## src/rtl/i2s_capture_multi_if.sv

```systemverilog
// Output word stream of the multi-mic I2S receiver: one sample per transfer,
// tagged with channel index and end-of-frame.
interface i2s_capture_multi_if #(
    parameter int SAMPLE_W = 24,
    parameter int CHAN_W   = 3
);
    logic                valid;
    logic                ready;
    logic [SAMPLE_W-1:0] data;
    logic [CHAN_W-1:0]   chan;
    logic                last;

    modport master (output valid, data, chan, last, input ready);
    modport slave  (input valid, data, chan, last, output ready);
endinterface

```

## src/rtl/i2s_capture_multi.sv

```systemverilog
// Multi-mic I2S receiver: NUM_MICS sd lines on a shared SCK/WS, frame FIFO, word stream out.
// Optional test pattern source enabled by I2S_CAPTURE_MULTI_TEST_PATTERN_EN.
module i2s_capture_multi #(
    parameter int NUM_MICS   = 4,
    parameter int SAMPLE_W   = 24,
    parameter int SLOT_W     = 32,
    parameter int FIFO_DEPTH = 4,
    localparam int CHAN_W    = (2*NUM_MICS > 1) ? $clog2(2*NUM_MICS) : 1,
    localparam int LVL_W     = $clog2(FIFO_DEPTH) + 1
) (
    input  logic                clk_i,
    input  logic                rst_i,
    input  logic                sck_i,
    input  logic                ws_i,
    input  logic [NUM_MICS-1:0] sd_i,
    input  logic                test_mode_i,
    i2s_capture_multi_if.master out,
    output logic [LVL_W-1:0]    level_o,
    output logic                overrun_o,
    input  logic                ovr_clr_i,
    output logic [15:0]         drop_cnt_o
);
    localparam int NCH     = 2*NUM_MICS;
    localparam int ENTRY_W = NCH*SAMPLE_W;
    localparam int AW      = $clog2(FIFO_DEPTH);
    localparam int BW      = $clog2(SAMPLE_W+1);

    logic [1:0]          sck_m, ws_m;
    logic [NUM_MICS-1:0] sd_m, sd_s;
    logic                sck_d, sck_rise, ws_q, armed;
    logic [BW-1:0]       bit_cnt;
    logic [1:0]          full;
    logic [SAMPLE_W-1:0] shreg [NUM_MICS][2];
    logic                ws_s;

    logic [ENTRY_W-1:0]  mem [FIFO_DEPTH];
    logic [ENTRY_W-1:0]  entry, head;
    logic [AW-1:0]       wr_ptr, rd_ptr;
    logic [CHAN_W-1:0]   wc;
    logic                commit, fifo_full, push, drop, xfer, pop, word_last;

    assign ws_s      = ws_m[1];
    assign commit    = sck_rise & ws_q & ~ws_s & full[0] & full[1];
    assign fifo_full = (level_o == LVL_W'(FIFO_DEPTH));
    assign push      = commit & ~fifo_full;
    assign drop      = commit & fifo_full;

`ifdef I2S_CAPTURE_MULTI_TEST_PATTERN_EN
    logic [SAMPLE_W-5:0] frame_cnt;
`else
    logic unused_test_mode;
    assign unused_test_mode = test_mode_i;
`endif

    always_comb begin
        entry = '0;
        for (int m = 0; m < NUM_MICS; m++) begin
            for (int s = 0; s < 2; s++) begin
                entry[(2*m+s)*SAMPLE_W +: SAMPLE_W] = shreg[m][s];
`ifdef I2S_CAPTURE_MULTI_TEST_PATTERN_EN
                if (test_mode_i)
                    entry[(2*m+s)*SAMPLE_W +: SAMPLE_W] = {frame_cnt, 4'(2*m+s)};
`endif
            end
        end
    end

    // armed blocks capture until a real slot boundary has been seen after reset
    always_ff @(posedge clk_i) begin
        if (rst_i) begin
            sck_m    <= '0;
            ws_m     <= '0;
            sd_m     <= '0;
            sd_s     <= '0;
            sck_d    <= 1'b0;
            sck_rise <= 1'b0;
            ws_q     <= 1'b0;
            armed    <= 1'b0;
            bit_cnt  <= '0;
            full     <= '0;
            for (int m = 0; m < NUM_MICS; m++) begin
                shreg[m][0] <= '0;
                shreg[m][1] <= '0;
            end
        end else begin
            sck_m    <= {sck_m[0], sck_i};
            ws_m     <= {ws_m[0], ws_i};
            sd_m     <= sd_i;
            sd_s     <= sd_m;
            sck_d    <= sck_m[1];
            sck_rise <= sck_m[1] & ~sck_d;
            if (sck_rise) begin
                ws_q <= ws_s;
                if (ws_s != ws_q) begin
                    bit_cnt <= '0;
                    armed   <= 1'b1;
                    if (ws_q)
                        full <= '0;
                end else if (armed && bit_cnt < BW'(SAMPLE_W)) begin
                    for (int m = 0; m < NUM_MICS; m++)
                        shreg[m][ws_q] <= {shreg[m][ws_q][SAMPLE_W-2:0], sd_s[m]};
                    bit_cnt <= bit_cnt + BW'(1);
                    if (bit_cnt == BW'(SAMPLE_W-1))
                        full[ws_q] <= 1'b1;
                end
            end
        end
    end

    always_ff @(posedge clk_i) begin
        if (push)
            mem[wr_ptr] <= entry;
    end

    assign head      = mem[rd_ptr];
    assign word_last = (wc == CHAN_W'(NCH-1));
    assign xfer      = out.valid & out.ready;
    assign pop       = xfer & word_last;

    assign out.valid = (level_o != '0);
    assign out.chan  = wc;
    assign out.last  = out.valid & word_last;
    assign out.data  = out.valid ? head[int'(wc)*SAMPLE_W +: SAMPLE_W] : '0;

    // overrun clear wins over a same-cycle drop
    always_ff @(posedge clk_i) begin
        if (rst_i) begin
            wr_ptr     <= '0;
            rd_ptr     <= '0;
            level_o    <= '0;
            wc         <= '0;
            overrun_o  <= 1'b0;
            drop_cnt_o <= '0;
`ifdef I2S_CAPTURE_MULTI_TEST_PATTERN_EN
            frame_cnt  <= '0;
`endif
        end else begin
            if (push)
                wr_ptr <= wr_ptr + AW'(1);
            if (pop)
                rd_ptr <= rd_ptr + AW'(1);
            if (xfer)
                wc <= word_last ? '0 : wc + CHAN_W'(1);
            level_o <= level_o + LVL_W'(push) - LVL_W'(pop);
            if (ovr_clr_i) begin
                overrun_o  <= 1'b0;
                drop_cnt_o <= '0;
            end else if (drop) begin
                overrun_o <= 1'b1;
                if (drop_cnt_o != 16'hFFFF)
                    drop_cnt_o <= drop_cnt_o + 16'd1;
            end
`ifdef I2S_CAPTURE_MULTI_TEST_PATTERN_EN
            if (commit)
                frame_cnt <= frame_cnt + (SAMPLE_W-4)'(1);
`endif
        end
    end
endmodule

```

## src/flat_wrapper.sv

```systemverilog
// flat-port wrapper written by rule: the top's interface ports become plain ports
module i2s_capture_multi_flat 
#(
    parameter int NUM_MICS   = 4,
    parameter int SAMPLE_W   = 24,
    parameter int SLOT_W     = 32,
    parameter int FIFO_DEPTH = 4,
    localparam int CHAN_W    = (2*NUM_MICS > 1) ? $clog2(2*NUM_MICS) : 1,
    localparam int LVL_W     = $clog2(FIFO_DEPTH) + 1
)
  (clk_i, rst_i, sck_i, ws_i, sd_i, test_mode_i, level_o, overrun_o, ovr_clr_i, drop_cnt_o, out_valid, out_data, out_chan, out_last, out_ready);
  i2s_capture_multi_if #(.SAMPLE_W(SAMPLE_W), .CHAN_W((3))) out_i ();
  input  logic clk_i;
  input  logic rst_i;
  input  logic sck_i;
  input  logic ws_i;
  input  logic [NUM_MICS-1:0] sd_i;
  input  logic test_mode_i;
  output logic [LVL_W-1:0] level_o;
  output logic overrun_o;
  input  logic ovr_clr_i;
  output logic [15:0] drop_cnt_o;
  output wire logic [$bits(out_i.valid)-1:0] out_valid;
  output wire logic [$bits(out_i.data)-1:0] out_data;
  output wire logic [$bits(out_i.chan)-1:0] out_chan;
  output wire logic [$bits(out_i.last)-1:0] out_last;
  input wire logic [$bits(out_i.ready)-1:0] out_ready;
  assign out_valid = out_i.valid;
  assign out_data = out_i.data;
  assign out_chan = out_i.chan;
  assign out_last = out_i.last;
  assign out_i.ready = out_ready;
  i2s_capture_multi #(.NUM_MICS(NUM_MICS), .SAMPLE_W(SAMPLE_W), .SLOT_W(SLOT_W), .FIFO_DEPTH(FIFO_DEPTH)) u_core (.clk_i(clk_i), .rst_i(rst_i), .sck_i(sck_i), .ws_i(ws_i), .sd_i(sd_i), .test_mode_i(test_mode_i), .out(out_i), .level_o(level_o), .overrun_o(overrun_o), .ovr_clr_i(ovr_clr_i), .drop_cnt_o(drop_cnt_o));
endmodule
```

## config.mk

```make
export PLATFORM = sky130hd
export DESIGN_NAME = i2s_capture_multi_flat
export DESIGN_NICKNAME = d
export VERILOG_FILES = /design/src/rtl/i2s_capture_multi_if.sv /design/src/rtl/i2s_capture_multi.sv /design/src/flat_wrapper.sv
export SDC_FILE = /design/constraint.sdc
export NUM_CORES = 1
export LEC_CHECK = 0
export CAP_MARGIN = 30
export CORE_UTILIZATION = 46
export CTS_BUF_LIST = sky130_fd_sc_hd__clkbuf_8 sky130_fd_sc_hd__clkbuf_16
export DETAILED_ROUTE_END_ITERATION = 8
export PLACE_DENSITY = 0.63
export SLEW_MARGIN = 20
export SYNTH_ARGS = -nofsm -noshare
export SYNTH_HDL_FRONTEND = slang
export SYNTH_SLANG_ARGS = --single-unit
export TNS_END_PERCENT = 30
```

## constraint.sdc

```tcl
create_clock -name clk_i -period 11 [get_ports clk_i]
set_clock_uncertainty 0.2 [all_clocks]
set_input_delay 2.2 -clock clk_i [delete_from_list [all_inputs] [get_ports clk_i]]
set_output_delay 2.2 -clock clk_i [all_outputs]
set_load 0.005 [all_outputs]
```

==> results.yml, run 1 <==
synth:
  synth-seq-area-share_pct: 75.11
  synth_fp_nets: 2085
  synth.distinct_cells: 57
  syn_area_per_cell_um2: 18.81
  synth_warnings: 0
  async_reset_ff_share_pct: 0
  synth_area_um2: 38810
  synth-edff-count: 888
  synth_flop_cell: "edfxtp_1"
  synth_seq_cells: 1012
  synth_cells: 2063
run:
  drv_cap: 0
die:
  die-area_um2: 85530
  start_util_pct: 46.45
  placementRows: 106
  design.portCount: 60
  fp.dieW_um: 292.5
  die_h_um: 292.5
  core_um2: 83560
placed_design:
  dpl.cell_count: 3114
  io_buffer_count: 58
  gp_congestion: 0.7085
  place_area_um2: 40550
  dp_hpwl_mm: 43.72
power:
  power-per-cell-area_nw_per_um2: 171.7
  max-vdd-ir-drop_v: 0.00009830
  p_leak_nw: 13.80
  power_switching_w: 0.001453
  switching_share_pct: 19.36
  power_frac_seq_pct: 55.7
  p_clk_share_pct: 43.8
  power.share.combinational_pct: 0.5
  internal-power_w: 0.006055
drt:
  vias: 19320
  wl_mm: 83.05
  drtPass1Iterations: 6
  drtIter0Drc: 1803
  drt-wirelength-per-cell_um: 25.18
  postRouteAntennaNets: 0
  drc_errors: 0
  drt-vias-per-instance: 5.858
clocking:
  cts_resized: 0
  cts_made_buffers: 99
  clock_path_buffers: 3
  cts_tree: "built"
  cts_root_buffer: "clkbuf_16"
  cts.htree.levels: 3
  cts_hold_repair.buffers: 0
  clk_pin_slew_ns: 0.06
  cts.sinks: 1012
  cts_setup_buffers: 0
  clk_latency_ns: 0.64
finish:
  fill_cells: 6581
  final_cell_mix: "edfxtp_1 (888), mux4_2 (168), mux2i_1 (150)"
  antenna_cells: 0
  instances_no_fill: 3298
  finish.instance_area_um2: 43740
  fin_nets: 2157
  seq_area_um2: 29160
  drive_gt1_share_pct: 18.21
  syn_to_final_growth_pct: 12.71
  multi_input_area_um2: 8999
  fin_util_pct: 52.35
  layout_commonest_cell: "edfxtp_1"
critical_path:
  cp_max_fo: 33
  arrival_ns: 4.26
  crit_path_top_delay_cell: "dfxtp_4"
  startpoint_type: "register"
  path_class: "reg2out"
  cp-end-kind: "output pin"
  cp_cell_sequence: "buf_4, mux4_2, mux2i_1, a221o_1, a31oi_1, clkdlybuf4s50_1"
  crit_required_ns: 8.60
  cpPeakStageDelay_ns: 0.75
global_routing:
  grt_max_degree: 133
  overflow: 0
  track_usage_pct: 19.60
  grt_pass1_vias: 20240
  grt_pass1_wl_mm: 125.9
  antenna_found_initial: 1
timing:
  min_period_ns: 6.665
  hold_viol_final: 0
  rsz0062_at_grt: "no"
  final_min_period_over_clock_period_pct: 60.59
  max_freq_mhz: 150.0
  slew_headroom_pct: 29.31
  max_slew.worst_pin.slew_ns: 1.060
  slew_viol_final: 0
  finalSetupViolCount: 0
  fin_setup_tns_ns: 0
status:
  status: "finished, final reports clean"
worst_hold_path:
  hp-class: "reg2reg"
==> through the flow <==
step	worst slack, ns	total power (W)	hold slack [ns]
3_5_place_dp	4.931	0.004302	0.1796
3_3_place_gp	4.901	0.004299	0.1743
2_1_floorplan	2.501	0.004277	0.1674
5_1_grt	3.999	0.007726	0.2196
6_report	4.335	0.007509	0.1866
4_1_cts	4.222	0.007570	0.1890
==> Yosys cell counts, types with 2 or more instances <==
library cell | instances | area share [%]
buf_6 | 11 | 0.32
buf_2 | 33 | 0.43
nand3_1 | 55 | 0.71
buf_1 | 4 | 0.039
mux4_2 | 168 | 9.7
o31ai_1 | 5 | 0.097
a31oi_1 | 24 | 0.39
or2_2 | 2 | 0.032
clkbuf_2 | 2 | 0.026
mux2i_1 | 150 | 3.9
and4_1 | 5 | 0.11
or4_1 | 6 | 0.12
and2_1 | 33 | 0.53
edfxtp_1 | 888 | 69
a221o_1 | 24 | 0.62
nor3_2 | 2 | 0.052
a21oi_1 | 19 | 0.25
nand2_1 | 66 | 0.64
buf_4 | 14 | 0.27
nor2b_1 | 42 | 0.68
nand4_1 | 10 | 0.16
nor3_1 | 2 | 0.026
xor2_1 | 2 | 0.045
nor2_1 | 63 | 0.61
clkbuf_1 | 64 | 0.62
a211oi_1 | 2 | 0.039
ha_1 | 10 | 0.32
and3_1 | 26 | 0.42
xnor2_1 | 5 | 0.11
inv_1 | 14 | 0.14
nor4_1 | 8 | 0.13
a221oi_1 | 24 | 0.54
or3_1 | 8 | 0.13
nand2b_1 | 3 | 0.048
dfxtp_1 | 124 | 6.4
a311oi_1 | 2 | 0.045
o21ai_0 | 76 | 0.98
mux2_2 | 24 | 0.70
a22oi_1 | 24 | 0.46
nand4b_1 | 2 | 0.045
==> final timing paths <==
kind / slack [ns] / end / start / cells past startpoint
setup / recovery: 4.34 / out_data[12] / register / 6
hold / removal: 0.19 / u_core.sck_rise / u_core.sck_d / 1
setup reg to reg: 6.68 / u_core.mem[2][70] / u_core.ws_q / 5
hold reg to reg: 0.19 / u_core.sck_rise / u_core.sck_d / 1
==> logic make-up after synthesis <==
group | Yosys count | share of synthesized area [%]
buffers and inverters | 143 | 1.854
adder cells (fa/ha/maj) | 11 | 0.3740
AND/OR/NAND/NOR | 338 | 4.562
XOR/XNOR | 7 | 0.1580
AO/OA/AOI/OAI | 210 | 3.627
multiplexers | 342 | 14.32
flip-flops | 1012 | 75.11
==> state kept, by name (all words and copies together), names as in the netlist, named ones only <==
register and flops:
u_core.ws_q 1, u_core.sd_m 4, u_core.armed 1, u_core.shreg 192, u_core.sck_d 1, u_core.bit_cnt 5
u_core.drop_cnt_o 16, u_core.rd_ptr 2, u_core.mem 768, u_core.ws_m 2, u_core.overrun_o 1, u_core.level_o 3
u_core.sck_rise 1, u_core.full 2, u_core.wr_ptr 2, u_core.sck_m 2, u_core.out.chan 3, u_core.sd_s 4
==> power groups by stage <==
stage | registers (W) | clock network, W | logic, W
finish | 0.00418 | 0.00329 | 0.0000397
global route | 0.00418 | 0.00350 | 0.0000427
CTS | 0.00418 | 0.00335 | 0.0000407
detailed placement | 0.00426 | 0 | 0.0000406
global placement | 0.00426 | 0 | 0.0000404
floorplan | 0.00426 | 0 | 0.0000213
==> area by class of cell <==
class | count | share of cell area (%)
clock inverters | 77 | 1.356
inverters | 14 | 0.1201
repair buffers | 100 | 2.248
well taps | 1080 | 3.089
multi-input cells | 908 | 20.57
flip-flops and latches | 1012 | 66.67
clock buffers | 107 | 5.941
==> worst max-delay path: cells and delay by family, from the launching register on <==
| kind | cells | cell delay [ns] |
|---|---|---|
| AO/OA/AOI/OAI | 2 | 1.02 |
| flip-flops | 1 | 0.75 |
| buffers and inverters | 2 | 1.35 |
| multiplexers | 2 | 0.47 |
==> layer usage <==
metal  track usage (%)  vias up  routed length [µm]
met1             27.17    10220               35830
met2             32.05      539               40560
met4             5.172        0                1433
met3             3.604       97                5235
li1                  -     8460                   -
met5                 0        -                   0
Power figures use the tool's default switching activity.
==> run 2, diff against run 1 <==
- PLACE_DENSITY: 0.63 -> 0.65
- clock period: 11 -> 5.7 ns (I/O delays scaled with it)
==> results.yml, run 2 (same netlist as run 1, synthesis figures left out) <==
clocking:
  cts_root_buffer: "clkbuf_16"
  cts_made_buffers: 98
  cts_tree: "built"
  cts_resized: 0
  cts.sinks: 1012
  clk_latency_ns: 0.65
  clk_pin_slew_ns: 0.06
  clock_path_buffers: 3
  cts.htree.levels: 3
  cts_hold_repair.buffers: 0
  cts_setup_buffers: 0
drt:
  postRouteAntennaNets: 0
  drtIter0Drc: 1821
  drt-wirelength-per-cell_um: 25.03
  drc_errors: 0
  wl_mm: 83.32
  drtPass1Iterations: 5
  vias: 19690
  drt-vias-per-instance: 5.915
finish:
  largest_reg_flops: 768
  top_register: "u_core.mem"
  instances_no_fill: 3328
  fin_nets: 2186
  syn_to_final_growth_pct: 13.97
  drive_gt1_share_pct: 19.18
  multi_input_area_um2: 8999
  top_regs: "u_core.mem: 768 flops, u_core.shreg: 192 flops, u_core.drop_cnt_o: 16 flops"
  final_cell_mix: "edfxtp_1 (888), mux4_2 (168), mux2i_1 (150)"
  layout_commonest_cell: "edfxtp_1"
  seq_area_um2: 29160
  fill_cells: 6509
placed_design:
  dp_hpwl_mm: 46.64
  gp_congestion: 0.7771
  dpl.cell_count: 3143
  io_buffer_count: 58
die:
  core_um2: 83560
  fp.dieW_um: 292.5
  start_util_pct: 46.45
  die_h_um: 292.5
  placementRows: 106
  die-area_um2: 85530
  design.portCount: 60
power:
  max-vdd-ir-drop_v: 0.0003166
  switching_share_pct: 19.03
  power-per-cell-area_nw_per_um2: 331.8
  power.share.combinational_pct: 0.5
  power_switching_w: 0.002793
  internal-power_w: 0.01188
  p_clk_share_pct: 44.5
  p_leak_nw: 14.05
  power_frac_seq_pct: 55.0
timing:
  slew_viol_final: 0
  min_period_ns: 5.325
  hold_viol_final: 0
  holdWs_ns: 0.1821
  slew_headroom_pct: 33.46
  rsz0062_at_grt: "no"
  finalSetupViolCount: 0
  final_min_period_over_clock_period_pct: 93.41
  max_slew.worst_pin.slew_ns: 0.9935
  max_freq_mhz: 187.8
critical_path:
  cp-end-kind: "output pin"
  cp-startpoint: "u_core.out.chan[0]"
  rr_startpoint: "u_core.out.chan[0]"
  cp_max_fo: 32
  worstSetupPathDepth: 5
  crit_path_top_delay_cell: "dfxtp_4"
  crit_required_ns: 4.36
  path_delay_family: "buffers and inverters"
  reg2reg_depth: 11
  cp_cell_sequence: "buf_4, mux2i_1, a221o_1, a31oi_1, clkdlybuf4s50_1"
  path_class: "reg2out"
  cpPeakStageDelay_ns: 0.81
  critPathBufInv: 2
  arrival_ns: 3.98
  startpoint_type: "register"
global_routing:
  grt_pass1_vias: 20350
  track_usage_pct: 19.63
  overflow: 0
  antenna_found_initial: 4
  grt_pass1_wl_mm: 126.3
  grt_max_degree: 100
status:
  status: "finished, final reports clean"
run:
  drv_cap: 0
worst_hold_path:
  hp-class: "reg2reg"
  min_from: "u_core.sck_d"
  whs_path_depth: 1
==> run 2: changes by cell type in the layout (fill, tap and decap cells not counted), sizes merged <==
cell | before | now
buf | 43 | 73
bufinv | 8 | 13
clkinv | 42 | 38
clkbuf | 107 | 105
diode | 0 | 1
==> run 2: final timing paths <==
check                                         end  slack [ns]
worst min register to register    u_core.sck_rise        0.18
worst max register to register  u_core.level_o[2]        1.74
worst min-delay path              u_core.sck_rise        0.18
worst max-delay path                  out_data[7]        0.38
==> run 2: per-layer routing <==
metal  wire length [µm]  vias to the layer above  GRT usage (%)
met4               1460                        0          5.082
met2              40480                      677          31.85
met1              36170                    10400          27.94
li1                   -                     8517              -
met3               5201                       95          2.914
met5                  0                        -              0
==> run 2: per-stage QoR <==
stage	total power (W)	cell area, µm²	worst slack, ns	util (%)	setup TNS [ns]
finish	0.01467	44230	0.3755	52.93	0
global route	0.01507	44220	0.3010	52.93	0
CTS	0.01478	44200	0.4272	52.91	0
detailed placement	0.008301	40910	1.129	48.97	0
global placement	0.008295	40890	1.124	48.94	0
floorplan	0.008252	38810	-0.5103	-	-293.90
==> run 2: power by group through the flow <==
stage               registers [W]  clock network (W)   logic, W
detailed placement        0.00822                  0  0.0000794
global route              0.00807            0.00692  0.0000834
global placement          0.00822                  0  0.0000782
finish                    0.00806            0.00653  0.0000781
floorplan                 0.00821                  0  0.0000412
CTS                       0.00806            0.00663  0.0000796
==> run 2: area by class of cell <==
| class | count | area share (%) |
|---|---|---|
| sequential | 1012 | 65.94 |
| multi-input combinational | 908 | 20.35 |
| clock buffer | 105 | 5.814 |
| timing repair buffer | 130 | 3.095 |
| tap | 1080 | 3.055 |
| clock inverter | 78 | 1.627 |
| inverter | 14 | 0.1188 |
| antenna | 1 | 0.005658 |
